===== config.mk =====
export PLATFORM = sky130hd
export DESIGN_NAME = wire_test2
export DESIGN_NICKNAME = d
export VERILOG_FILES = /design/src/rtl/wire_test2.sv
export SDC_FILE = /design/constraint.sdc
export NUM_CORES = 1
export LEC_CHECK = 0
export ABC_AREA = 0
export BUFFER_PORTS_ARGS = -buffer_cell sky130_fd_sc_hd__buf_4
export CAP_MARGIN = 20
export CORE_UTILIZATION = 24
export CTS_BUF_LIST = sky130_fd_sc_hd__clkbuf_8 sky130_fd_sc_hd__clkbuf_16
export DETAILED_ROUTE_END_ITERATION = 10
export SLEW_MARGIN = 30
export SYNTH_ARGS = -nofsm -noshare
export SYNTH_HDL_FRONTEND = slang
export SYNTH_SLANG_ARGS = --single-unit
export TNS_END_PERCENT = 100

===== constraint.sdc =====
create_clock -name clk -period 3.8 [get_ports clk]
set_input_delay 0.38 -clock clk [delete_from_list [all_inputs] [get_ports clk]]
set_output_delay 0.38 -clock clk [all_outputs]
set_load 0.01 [all_outputs]

===== src/rtl/wire_test2.sv =====
// -----------------------------------------------------------------------------
// wire_test2
//   Clocked two-input logic-pair cell. Operands W and X go through a
//   mode-selected function pair. The pair is available combinationally on
//   y_comb/z_comb and registered once on Y/Z. A saturating counter records how
//   many sampled cycles saw {W,X} change from the previous sample.
//
// Ports
//   clk        in   1      single clock, rising edge
//   rst_n      in   1      asynchronous active-low reset
//   W          in   1      logic operand A
//   X          in   1      logic operand B
//   mode       in   2      function select: 00 and/or, 01 nand/nor,
//                          10 xor/xnor, 11 pass-through W/X
//   cnt_clr    in   1      synchronous clear of trans_cnt; wins over increment
//   Y          out  1      registered primary result (1-cycle latency)
//   Z          out  1      registered secondary result (1-cycle latency)
//   y_comb     out  1      combinational primary result
//   z_comb     out  1      combinational secondary result
//   trans_cnt  out  CNT_W  saturating count of {W,X} transitions
// -----------------------------------------------------------------------------
module wire_test2 #(
    parameter int CNT_W = 8
) (
    input  logic             clk,
    input  logic             rst_n,
    input  logic             W,
    input  logic             X,
    input  logic [1:0]       mode,
    input  logic             cnt_clr,
    output logic             Y,
    output logic             Z,
    output logic             y_comb,
    output logic             z_comb,
    output logic [CNT_W-1:0] trans_cnt
);

    localparam logic [CNT_W-1:0] CNT_ONE = {{(CNT_W-1){1'b0}}, 1'b1};
    localparam logic [CNT_W-1:0] CNT_MAX = {CNT_W{1'b1}};

    logic [1:0] wx;
    logic [1:0] wx_prev;
    logic       is_trans;

    assign wx       = {W, X};
    assign is_trans = (wx != wx_prev);

    always_comb begin
        y_comb = 1'b0;
        z_comb = 1'b0;
        case (mode)
            2'b00: begin
                y_comb = W & X;
                z_comb = W | X;
            end
            2'b01: begin
                y_comb = ~(W & X);
                z_comb = ~(W | X);
            end
            2'b10: begin
                y_comb = W ^ X;
                z_comb = ~(W ^ X);
            end
            default: begin
                y_comb = W;
                z_comb = X;
            end
        endcase
    end

    always_ff @(posedge clk or negedge rst_n) begin
        if (!rst_n) begin
            Y <= 1'b0;
            Z <= 1'b0;
        end else begin
            Y <= y_comb;
            Z <= z_comb;
        end
    end

    // The previous sample tracks every cycle, including clear cycles, so a
    // change that lands together with cnt_clr is consumed and not recounted.
    always_ff @(posedge clk or negedge rst_n) begin
        if (!rst_n) begin
            wx_prev   <= 2'b00;
            trans_cnt <= '0;
        end else begin
            wx_prev <= wx;
            if (cnt_clr) begin
                trans_cnt <= '0;
            end else if (is_trans && (trans_cnt != CNT_MAX)) begin
                trans_cnt <= trans_cnt + CNT_ONE;
            end
        end
    end

endmodule


==> flow_summary.ini <==
[run_status]
status = finished clean

[cells_and_area]
fin_nets = 98
final_cell_mix = buf_4 (18), dfrtp_1 (12), a21oi_1 (8)
drive_gt1_share_pct = 33.3
layoutNonFillerInstCount = 117
areaGrowthSynthToFinish_pct = 32.6
final_common_cell = buf_4
antennaDiodeCount = 0

[logic_synthesis]
synth-seq-area-share_pct = 44.0
ys_warn_count = 0
synth_cell_types = 29
synth_cells = 66
postSynthAreaPerCell_sq_um = 10.4
synth-seq-cells = 12
syn-cell-area_sq_um = 683
syn_nets = 76

[pwr]
p_per_area_nw_per_um2 = 369
total_power_uw = 334
leakagePower_uw = 0.000436
ir_drop_mv = 0.218

[critical_path]
r2r_end = trans_cnt[5]$_DFFE_PN0P_
required_ps = 3420
crit_type = in2out
cp.arrival_ps = 1360
crit_family = buffers and inverters
r2r_cells = 5
max_stage_delay_ps = 280
start_kind = primary input
slowest_stage = ha_1
crit_path_end_kind = output port
r2r_setup_slack_ps = 2140
cp.depth = 7
path_max_fanout = 5
timing.critical_path.buf_inv = 3
cp_cell_sequence = buf_4 > inv_1 > ha_1 > nor2_1 > a21oi_1 > a21oi_1 > buf_4
endpoint = z_comb
critPathLaunch = X
r2r_start = trans_cnt[0]$_DFFE_PN0P_

[route]
drt_iter0_markers = 6
drc = 0
via_count = 596
wire_per_inst_um = 11.9
routed_via_density = 5.09
routed_wl_mm = 1.40
postRouteAntennaNets = 0
drtPass1Iterations = 4

[global_route]
gr-usage-all-layers_pct = 9.50
grt_max_degree = 14
antenna_found_initial = 0
grt-ovfl-total = 0
grt_pass1_vias = 545
grt_pass1_wl_mm = 2.30

[sta]
period_share_pct = 45.8
max_slew_margin_pct = 80.6
finalCriticalPeriod_ps = 1740
drv_slew = 0
rsz0062_at_grt = false
finalHoldViolCount = 0
worst_slew_pin_slew_ps = 288
setup_viol = 0
worst_slack_ps = 2060
clock_skew_ps = 7.25
tns_ps = 0
max_freq_mhz = 575

[place]
preCtsSetupSlack_ps = 2060
port_buffers = 18
routabilityCongestion = 0.762
dp_hpwl_mm = 1.05
dp_cells = 112

[clocking]
ctsRootBufferMaster = clkbuf_8
clk_latency_ps = 240
post-cts-setup-buffers = 0
clockBufferDepth = 2
cts-htree-levels = 1
clk_pin_slew_ps = 60
post_cts_resized = 0
clock-sinks = 12
numCtsBuffers = 3
cts_tree = yes

[die]
ios = 19
die_area_sq_um = 3060
die_width_um = 55.4
fp.dieH_um = 55.4
initial_core_util_pct = 26.4
placeableCoreArea_sq_um = 2590
rows = 18

[min_path]
hp-class = in2reg

[flow_run]
max_cap_violations = 0
-- cell families after synthesis --
family	Yosys count	synth area share, %
xor gates and xnor gates	4	5.13
buffers and inverters	7	4.94
muxes	1	2.20
AOI/OAI and AO/OA	19	17.8
DFF	12	44.0
adders and majority gates	3	5.50
and+or+nand+nor	20	20.5
-- flip-flops by register name (all words and copies together), names as in the netlist --
name / cells
wx_prev: 2
trans_cnt: 8
Z: 1
Y: 1
-- repair_timing --
action,4_1_cts,5_1_grt
endpoints found under the hold margin,12,0
setup endpoints to repair,0,0
hold buffers,1,0
-- cell type report --
class / count / area (sq um)
Inverter: 5 / 18.8
Tap cell: 30 / 37.5
Clock buffer: 4 / 55.1
Timing Repair Buffer: 19 / 145
Sequential cell: 12 / 300
Fill cell: 267 / 1680
Multi-Input combinational cell: 47 / 349
-- worst min-delay path by stage --
stage / startpoint / to / slack (ps) / cells past startpoint
floorplan: rst_n / Y$_DFF_PN0_ / 80 / 0
CTS: W / wx_prev[1]$_DFF_PN0_ / 270 / 1
global placement: rst_n / trans_cnt[3]$_DFFE_PN0P_ / 230 / 1
global route: W / wx_prev[1]$_DFF_PN0_ / 280 / 1
finish: W / wx_prev[1]$_DFF_PN0_ / 270 / 1
detailed placement: rst_n / trans_cnt[3]$_DFFE_PN0P_ / 230 / 1
-- metrics by stage --
stage	hold WS, ps	util (%)	cell area, sq um
after detailed placement	232	32.5	841
after CTS	274	35.0	906
after global placement	231	32.5	841
after floorplan	84.4	-	683
final	274	35.0	906
after global routing	277	35.0	906
-- synth_stat cells (all sizes together) --
cell | number | share of area [%]
or4 | 1 | 1.1
nor4 | 1 | 0.92
nor2 | 4 | 2.2
or3b | 1 | 1.3
o311a | 1 | 1.5
a21o | 1 | 1.1
and2 | 1 | 1.3
o311ai | 1 | 1.3
o31a | 1 | 1.5
nand4 | 1 | 3.1
and4b | 1 | 1.5
ha | 3 | 5.5
nor3 | 3 | 3.8
nand3 | 3 | 2.2
nor2b | 1 | 0.92
o21bai | 1 | 1.1
buf | 2 | 2.2
inv | 5 | 2.7
xor2 | 1 | 1.3
nand2 | 2 | 1.1
a21oi | 8 | 5.9
o21ai | 4 | 2.9
xnor2 | 3 | 3.8
mux2 | 1 | 2.2
o41ai | 2 | 2.6
or3 | 1 | 1.1
dfrtp | 12 | 44
-- report_power, final --
part / switching [uW] / internal (uW) / leakage (uW)
clock: 48.5 / 91.5 / 0.0000288
sequential: 4.99 / 135 / 0.000156
combinational: 26.7 / 27.5 / 0.000251
-- per-layer routing --
metal | global-route usage [%] | up-vias | wire (um)
met4 | 4.29 | 0 | 16
li1 | - | 288 | -
met3 | 2.81 | 4 | 59
met1 | 11.2 | 290 | 604
met5 | 0 | - | 0
met2 | 15.8 | 14 | 715
Power figures use the tool's default switching activity.
